[config.mk]
export PLATFORM = sky130hd
export DESIGN_NAME = seq_detect_param
export DESIGN_NICKNAME = d
export VERILOG_FILES = /design/src/rtl/seq_detect_param.sv
export SDC_FILE = /design/constraint.sdc
export NUM_CORES = 1
export LEC_CHECK = 0
export BUFFER_PORTS_ARGS = -buffer_cell sky130_fd_sc_hd__buf_2
export CELL_PAD_IN_SITES_DETAIL_PLACEMENT = 2
export CELL_PAD_IN_SITES_GLOBAL_PLACEMENT = 2
export CORE_ASPECT_RATIO = 1.1
export CORE_MARGIN = 4
export CORE_UTILIZATION = 31
export CTS_BUF_LIST = sky130_fd_sc_hd__clkbuf_4
export DETAILED_ROUTE_END_ITERATION = 8
export PLACE_DENSITY = 0.84
export SLEW_MARGIN = 20
export SYNTH_ARGS = -nofsm -noshare
export SYNTH_HDL_FRONTEND = slang
export SYNTH_SLANG_ARGS = --single-unit
[constraint.sdc]
create_clock -name clk -period 2.5 [get_ports clk]
set_input_delay 0.625 -clock clk [delete_from_list [all_inputs] [get_ports clk]]
set_output_delay 0.625 -clock clk [all_outputs]
set_load 0.05 [all_outputs]
[src/rtl/seq_detect_param.sv]
// seq_detect_param
//   Runtime-configurable serial pattern detector with a registered match pulse.
//   The pattern is received MSB first: pat[len-1] is the first bit to arrive.
//   The pattern, its length and the overlap mode are loaded through cfg_load.
//
//   Optional feature macro: SEQDET_CNT_EN
//     defined   -> match_cnt counts matches and saturates at its maximum value
//     undefined -> there is no counter and match_cnt is tied to 0
//
// Ports
//   clk          clock, rising edge
//   rst          synchronous reset, active high
//   x            serial data bit, sampled only when in_valid=1
//   in_valid     qualifies x
//   cfg_load     latches cfg_* and flushes the history; this has priority over in_valid
//   cfg_pattern  pattern bits; the first bit received is bit [cfg_len-1]
//   cfg_len      pattern length; 0 disables detection; values above PAT_W are clamped
//   cfg_overlap  1 = matches may share bits, 0 = each match needs len fresh bits
//   y            one-cycle match pulse, registered
//   fill         number of valid history bits, saturating at PAT_W
//   match_cnt    saturating match counter
module seq_detect_param #(
  parameter int               PAT_W   = 8,
  parameter logic [PAT_W-1:0] DEF_PAT = 'hCB,
  parameter int               DEF_LEN = 8,
  parameter bit               DEF_OVL = 1'b1,
  parameter int               CNT_W   = 16
) (
  input  logic                       clk,
  input  logic                       rst,
  input  logic                       x,
  input  logic                       in_valid,
  input  logic                       cfg_load,
  input  logic [PAT_W-1:0]           cfg_pattern,
  input  logic [$clog2(PAT_W+1)-1:0] cfg_len,
  input  logic                       cfg_overlap,
  output logic                       y,
  output logic [$clog2(PAT_W+1)-1:0] fill,
  output logic [CNT_W-1:0]           match_cnt
);

  localparam int LW = $clog2(PAT_W+1);

  logic [PAT_W-1:0] hist;
  logic [PAT_W-1:0] pat;
  logic [LW-1:0]    len;
  logic             ovl;

  logic [PAT_W-1:0] h_nxt;
  logic [PAT_W-1:0] mask;
  logic [LW-1:0]    f_nxt;
  logic [LW-1:0]    len_ld;
  logic             match;

  always_comb begin
    h_nxt = {hist[PAT_W-2:0], x};
    f_nxt = (fill >= LW'(PAT_W)) ? fill : fill + 1'b1;
    mask  = '0;
    for (int i = 0; i < PAT_W; i++) begin
      mask[i] = (i < int'(len));
    end
    // Only the low len bits of the history take part in the compare.
    match  = (len != '0) && (f_nxt >= len) && (((h_nxt ^ pat) & mask) == '0);
    len_ld = (cfg_len > LW'(PAT_W)) ? LW'(PAT_W) : cfg_len;
  end

  always_ff @(posedge clk) begin
    if (rst) begin
      y    <= 1'b0;
      fill <= '0;
      hist <= '0;
      pat  <= DEF_PAT;
      len  <= LW'(DEF_LEN);
      ovl  <= DEF_OVL;
    end else if (cfg_load) begin
      pat  <= cfg_pattern;
      len  <= len_ld;
      ovl  <= cfg_overlap;
      hist <= '0;
      fill <= '0;
      y    <= 1'b0;
    end else if (in_valid) begin
      hist <= h_nxt;
      // In non-overlap mode, clearing fill forces len fresh bits before the next match.
      fill <= (match && !ovl) ? '0 : f_nxt;
      y    <= match;
    end else begin
      y    <= 1'b0;
    end
  end

`ifdef SEQDET_CNT_EN
  always_ff @(posedge clk) begin
    if (rst) begin
      match_cnt <= '0;
    end else if (!cfg_load && in_valid && match && (match_cnt != '1)) begin
      match_cnt <= match_cnt + 1'b1;
    end
  end
`else
  assign match_cnt = '0;
`endif

endmodule

**Yosys cells after proc, flatten, opt, wreduce, memory -nomap -nowiden**

Cells that the tools add are included.

- Word-level logic and storage cells: 32
- Input bits: 18
- Bits in registers: 25

- Reductions and logical operators: 8
- Bitwise logic cells: 3
- Mux-type cells: 3
- Add/subtract/negate cells: 1
- Magnitude comparators: 11

Operators by type and width:

| kind | count |
|---|---|
| less-than comparator 3 x 4 -> 1 bit (first input constant) | 4 |
| two-way mux 4 bit | 3 |
| bitwise AND 8 bit | 1 |
| zero test 8 bit | 1 |
| less-than comparator 1 x 4 -> 1 bit (first input constant) | 2 |
| less-than comparator 2 x 4 -> 1 bit (first input constant) | 2 |
| XOR 8 bit | 1 |
| adder 4 x 1 -> 4 bit (second input constant) | 1 |
| >= comparator 4 bit | 1 |
| >= comparator 4 bit (second input constant) | 1 |
| > comparator 4 bit (second input constant) | 1 |
| nonzero test 4 bit | 1 |
| logical AND 1 bit | 3 |
| OR reduction 3 bit | 1 |
| OR reduction 2 bit | 1 |
| zero test 1 bit | 1 |
| NOT 1 bit | 1 |

**Depth between registers and ports, before layout**

Gate-level depths: netlist (run 1).

- Depth in word-level cells: 7
- Depth in mapped cells: 9

**Worst setup path before layout (run 1)**

OpenSTA, ideal clock, no wires.

- Path kind: reg2reg
- From: register fill[0]
- To: register fill[0]
- Setup slack: 0.150 ns
- Required time: 2.368 ns
- Setup time: 0.132 ns
- Period minus slack after synthesis: 2.350 ns
- Arrival time: 2.218 ns
- Stages on the path, launching flop included: 9
- Path buffers: 0
- Cell sequence: dfxtp_1 > inv_1 > ha_1 > mux2_2 > ha_1 > o21ai_0 > a21o_1 > nor4_4 > nor3_1

- Longest elaborated chain between the ends: 7
- Elaborated cells between the ends (all ways): 8
- Those cells by class: add/sub (1); order compare (2); mux (2); reduce/logical (3)

RTL lines:

| element | RTL line | source |
|---|---|---|
| from (decl) | 38 | `output logic [$clog2(PAT_W+1)-1:0] fill,` |
| from (signal assigned) | 85 | `fill <= (match && !ovl) ? '0 : f_nxt;` |
| adder 4 x 1 -> 4 bit or >= comparator 4 bit (tied branches) | 57 | `f_nxt = (fill >= LW'(PAT_W)) ? fill : fill + 1'b1;` |
| two-way mux 4 bit (*) | 57 |  |
| >= comparator 4 bit | 63 | `match = (len != '0) && (f_nxt >= len) && (((h_nxt ^ pat) & mask) == '0);` |
| logical AND 1 bit (2 in series) | 63 |  |
| logical AND 1 bit | 85 |  |
| two-way mux 4 bit (*) | 85 |  |

Every way passes the cells marked *; elsewhere a longest branch is shown, timed or not.
A chain may end at the register's enable or synchronous reset.

**Final worst setup path (run 1)**

- From: register fill[0]
- To: register y

- Longest elaborated chain between the ends: 5
- Elaborated cells between the ends (all ways): 6
- Those cells by class: add/sub (1); order compare (2); mux (1); reduce/logical (2)

RTL lines:

| element | RTL line | source |
|---|---|---|
| adder 4 x 1 -> 4 bit or >= comparator 4 bit (tied branches) | 57 |  |
| two-way mux 4 bit (*) | 57 |  |
| >= comparator 4 bit (*) | 63 |  |
| logical AND 1 bit (*) (2 in series) | 63 |  |
| to (signal assigned) | 86 | `y <= match;` |
| to (decl) | 37 | `output logic y,` |

Marks and branches as above.

==> impl_metrics.toml, run 1 <==
[floorplan]
die_w_um = 71.5
boundaryPins = 39
start_util_pct = 32.1
fp.dieArea_um2 = 5570
die_h_um = 77.9
core.rowCount = 25
core-area_um2 = 4290

[yosys]
synthFlopType = "dfxtp_1"
syn_inst = 150
yosysWarnings = 0
syn_area_um2 = 1380
synth_edf_count = 0
ys_ff_latch = 25
yosysUniqueCellTypes = 37
async_flop_share_pct = 0
syn_area_per_cell_um2 = 9.18
ys_seq_area_share_pct = 36.4

[critical_path]
cp_common_cell = "ha_1"
worst-path-stages = 8
crit_buf_inv = 1
path_cells = "inv_1 > ha_1 > mux2_2 > ha_1 > o21ai_0 > a21o_1 > nor3_1 > and3_1"
crit_required_ns = 2.77
endpoint_kind = "register"
crit_arrival_ns = 2.53
critical-path-max-stage-delay_ns = 0.47
reg2reg_depth = 8
startpoint_type = "register"
crit_fanout = 6
crit_family = "adder cells"
slowest_stage = "dfxtp_1"
crit_type = "reg2reg"

[pwr]
p_comb_share_pct = 20.6
p_leak_nw = 0.686
peakVddDrop_mv = 0.189
finalPower_mw = 0.777
clkPwrFrac_pct = 24.5
switching_share_pct = 31.4
p_per_area_nw_per_um2 = 516
p_int_mw = 0.533
seqPwrFrac_pct = 54.9
p_sw_mw = 0.243

[clocking]
cts_root_buf = "clkbuf_4"
postCtsHoldBufs = 0
cts_buffer_depth = 2
cts.sinks = 25
htreeDepth = 1
clkLatencyLatePin_ns = 0.31
numCtsBuffers = 3
cts_resized = 0
cts_tree = "done"
postCtsSetupRepairBufs = 0
clk_pin_slew_ns = 0.13

[timing]
hold_viol_final = 0
whs_ns = 0.515
setup_tns_ns = 0
final_max_slew_viol_count = 0
rsz0062_at_grt = "no"
fin_crit_sh_pct = 90.4
skew_ns = 0.00471
setup_viol = 0
finalCriticalPeriod_ns = 2.26
fmax_mhz = 443

[route]
first_iter_violations = 15
routed_wl_um = 3340
viasPerCell = 4.73
vias = 1064
drt_pre_antenna_iters = 3
drc_errors = 0
ant_nets = 0
wl_per_cell_um = 14.9

[final_layout]
flow.area_growth_from_synthesis_pct = 9.36
nFillCells = 496
layout_commonest_cell = "dfxtp_1"
num-nets-final = 196
final_cell_mix = "dfxtp_1, buf_2, conb_1, mux2i_1, nor2_1"
diodes = 0
drive_above_1_share_pct = 18.7

[place]
hpwl_um = 2670
port_buffers = 22
gp_congestion = 0.836

[job]
max-cap-violations = 0

[global_routing]
first_global_vias = 1191
grt_first_pass_wirelength_um = 5800
grt_use_total_pct = 13.0
grt_max_degree = 21
antenna_found_initial = 0
grt_overflow = 0

[hold_path]
min_path_type = "in2reg"
hold_depth = 3

[run_status]
status = "completed"
==> kinds of logic (layout without fill, tap and decap cells) <==
logic type,count (synthesis),count (layout),synth area share [%]
simple gates,41,41,16.5
buf+inv,28,34,12.0
mux,16,16,11.7
other cells,1,16,0.272
compound gates,21,21,10.0
xor+xnor,12,12,7.64
flops,25,25,36.4
fa+ha+maj,6,6,5.45
==> synthesized netlist by cell type, types with 2 or more instances <==
library cell	instances	share of area [%]
nand3b_1	2	1.1
nor3_1	4	1.5
o211ai_1	3	1.6
inv_1	8	2.2
and2_1	2	0.91
dfxtp_1	25	36
xor2_1	5	3.2
nand2_1	10	2.7
ha_1	6	5.5
nand2b_1	2	0.91
o21ai_0	3	1.1
xnor2_1	7	4.5
a21oi_1	4	1.5
clkbuf_1	3	0.82
mux2i_1	15	11
o22ai_1	4	1.8
buf_4	16	8.7
nor2_1	12	3.3
==> final cells by class <==
class / count / area [um2] / share of cell area [%]
inverter: 8 / 30.0 / 2.00
multi-input combinational: 112 / 767 / 51.0
timing repair buffer: 22 / 110 / 7.32
clock buffer: 4 / 30.0 / 2.00
sequential: 25 / 500 / 33.3
tap: 54 / 67.6 / 4.49
==> stage by stage <==
stage	util (%)	setup WS, ns	cell area (um2)	std cells
floorplan	-	0.150	1430	165
global placement	34.4	0.440	1480	221
detailed placement	34.4	0.239	1480	221
CTS	35.1	0.209	1510	225
global route	35.1	0.0935	1510	225
finish	35.1	0.241	1510	225
==> registers in the layout, summed over array words and instances, names as in the netlist <==
signal  flops
fill        4
hist        7
len         4
ovl         1
pat         8
y           1
==> power groups by stage <==
stage	Clock, mW	Sequential [mW]	Combinational, mW
floorplan	0	0.437	0.141
global placement	0	0.435	0.154
detailed placement	0	0.435	0.161
CTS	0.199	0.427	0.162
global route	0.216	0.429	0.176
finish	0.190	0.426	0.160
==> final timing paths <==
path	from	to	slack, ns
setup reg to reg	fill[0]$_SDFFE_PP0P_	y$_SDFF_PP0_	0.24
setup / recovery	fill[0]$_SDFFE_PP0P_	y$_SDFF_PP0_	0.24
hold / removal	cfg_overlap	ovl$_SDFFE_PP1P_	0.52
hold reg to reg	pat[6]$_SDFFE_PP1P_	pat[6]$_SDFFE_PP1P_	0.52
==> metal layers <==
layer  GRT usage (%)  routed length (um)  vias up  part of all wire [%]
li1                -                   -      521                     -
met2            25.5                1900       16                    57
met5               0                   0        -                     0
met4            2.26                  22        0                  0.66
met1            14.3                1310      523                    39
met3            2.07                 109        4                   3.3
==> worst register-to-register path, stage by stage (launching register included) <==
cell     delay [ns]
dfxtp_1        0.47
inv_1          0.07
ha_1           0.29
mux2_2         0.29
ha_1           0.28
o21ai_0        0.08
a21o_1         0.20
nor3_1         0.32
and3_1         0.21
Power figures use the tool's default switching activity.
==> run 2, diff against run 1 <==
Settings changed: CORE_ASPECT_RATIO 1.1 to not set, REMOVE_ABC_BUFFERS set to 1.
==> run 2 against run 1 <==
Net effect:
- via count fell by 0.85%
- sequential power barely moved
- global-route usage rose by 0.065 points
- highest routed layer unchanged
- largest cell class unchanged
- clock power fell by 3%
- design area fell by 0.50%
- register-to-register slack improved by 0.05 ns
- die area barely moved
- wire length rose by 1.6%
- fmax rose by 2.3%
- combinational power barely moved
- non-clock buffer count did not move
- sequential share of layout area rose by 0.17 points
==> impl_metrics.toml, run 2 (synthesis gave the netlist of run 1 again) <==
[route]
first_iter_violations = 28
ant_nets = 0
drt_pre_antenna_iters = 4
viasPerCell = 4.77
wl_per_cell_um = 15.4
routed_wl_um = 3400
drc_errors = 0
vias = 1055

[final_layout]
largest_register_ffs = 8
diodes = 0
final_cell_mix = "dfxtp_1, buf_2, conb_1, mux2i_1, nor2_1"
top_register = "pat"
num-nets-final = 196
drive_above_1_share_pct = 18.7
layout_commonest_cell = "dfxtp_1"
flow.area_growth_from_synthesis_pct = 8.82
final_util_pct = 36.1
nFillCells = 497
reg.largest.list = "pat x8, hist x7"

[critical_path]
crit_buf_inv = 1
slowest_stage = "dfxtp_1"
crit_type = "reg2reg"
path_cells = "inv_1 > ha_1 > mux2_2 > ha_1 > o21ai_0 > a21o_1 > nor3_1 > and3_1"
reg2reg_slack_ns = 0.29
cp_common_cell = "ha_1"
critical-path-max-stage-delay_ns = 0.47
crit_required_ns = 2.78
reg2reg_from = "fill[0]$_SDFFE_PP0P_"
crit_family = "adder cells"
crit_fanout = 6
reg2reg_to = "y$_SDFF_PP0_"
endpoint_kind = "register"
startpoint_type = "register"
reg2reg_depth = 8
crit_arrival_ns = 2.48

[timing]
fmax_mhz = 453
final_max_slew_viol_count = 0
finalCriticalPeriod_ns = 2.21
setup_viol = 0
hold_viol_final = 0
skew_ns = 0.00196
rsz0062_at_grt = "no"
fin_crit_sh_pct = 88.3
setup_tns_ns = 0

[clocking]
clkLatencyLatePin_ns = 0.32
htreeDepth = 1
cts_tree = "done"
cts_buffer_depth = 2
cts_resized = 0
postCtsSetupRepairBufs = 0
cts_root_buf = "clkbuf_4"
postCtsHoldBufs = 0
cts.sinks = 25
clk_pin_slew_ns = 0.14
numCtsBuffers = 3

[hold_path]
min-delay-start = "cfg_pattern[0]"
hold_path_end = "pat[0]$_SDFFE_PP1P_"
min_path_type = "in2reg"
hold_depth = 3

[pwr]
p_sw_mw = 0.252
p_per_area_nw_per_um2 = 515
finalPower_mw = 0.771
p_comb_share_pct = 20.7
seqPwrFrac_pct = 55.4
p_int_mw = 0.520
p_leak_nw = 0.686
switching_share_pct = 32.6
clkPwrFrac_pct = 23.9
peakVddDrop_mv = 0.298

[place]
hpwl_um = 2830
port_buffers = 22
gp_congestion = 0.854

[run_status]
status = "completed"

[floorplan]
die_h_um = 74.6
core-area_um2 = 4140
die_w_um = 74.6
start_util_pct = 33.2
boundaryPins = 39
core.rowCount = 23
fp.dieArea_um2 = 5570

[global_routing]
antenna_found_initial = 0
grt_use_total_pct = 13.0
grt_first_pass_wirelength_um = 5530
grt_overflow = 0
first_global_vias = 1185
grt_max_degree = 21

[job]
max-cap-violations = 0
[run 2: cell count changes in the layout (fill, tap and decap cells not counted)]
| cell | change |
|---|---|
| clkinv_2 | +1 |
| clkbuf_4 | -1 |
[run 2: worst reg2reg max path, cell delays in order (launching register included)]
cell	delay [ns]
dfxtp_1	0.47
inv_1	0.07
ha_1	0.29
mux2_2	0.27
ha_1	0.27
o21ai_0	0.09
a21o_1	0.21
nor3_1	0.28
and3_1	0.20
[run 2: layer usage]
| metal | share of wire, % | vias to the layer above | GRT usage [%] |
|---|---|---|---|
| met5 | 0 | - | 0 |
| met4 | 1.1 | 0 | 2.37 |
| met3 | 3.3 | 4 | 2.40 |
| met2 | 55 | 20 | 26.1 |
| met1 | 40 | 515 | 14.1 |
| li1 | - | 516 | - |
[run 2: worst max-delay path by stage]
stage                         start                   end  cells past startpoint  slack [ns]
2_1_floorplan  fill[0]$_SDFFE_PP0P_  fill[0]$_SDFFE_PP0P_                      8        0.15
3_3_place_gp   fill[0]$_SDFFE_PP0P_          y$_SDFF_PP0_                      8        0.43
3_5_place_dp   fill[0]$_SDFFE_PP0P_          y$_SDFF_PP0_                      8        0.28
4_1_cts        fill[0]$_SDFFE_PP0P_          y$_SDFF_PP0_                      8        0.25
5_1_grt        fill[0]$_SDFFE_PP0P_          y$_SDFF_PP0_                      8        0.16
6_report       fill[0]$_SDFFE_PP0P_          y$_SDFF_PP0_                      8        0.29
[run 2: area by class of cell]
class	count	area (um2)	share of cell area [%]
multi-input combinational	112	767	51.2
clock inverter	1	5.00	0.334
sequential	25	500	33.4
tap	50	62.6	4.18
inverter	8	30.0	2.01
clock buffer	3	22.5	1.50
timing repair buffer	22	110	7.35
[run 2: power by group through the flow]
stage	combinational [mW]	sequential [mW]	clock (mW)
2_1_floorplan	0.113	0.437	0
3_3_place_gp	0.153	0.435	0
3_5_place_dp	0.161	0.436	0
4_1_cts	0.161	0.428	0.191
5_1_grt	0.174	0.430	0.218
6_report	0.160	0.427	0.184
[run 2: through the flow]
stage	cells	setup WS [ns]	area, um2	hold slack [ns]
finish	221	0.291	1500	0.517
global route	221	0.160	1500	0.504
CTS	221	0.254	1500	0.513
detailed placement	217	0.284	1470	0.517
global placement	217	0.428	1470	0.490
floorplan	145	0.154	1300	0.462
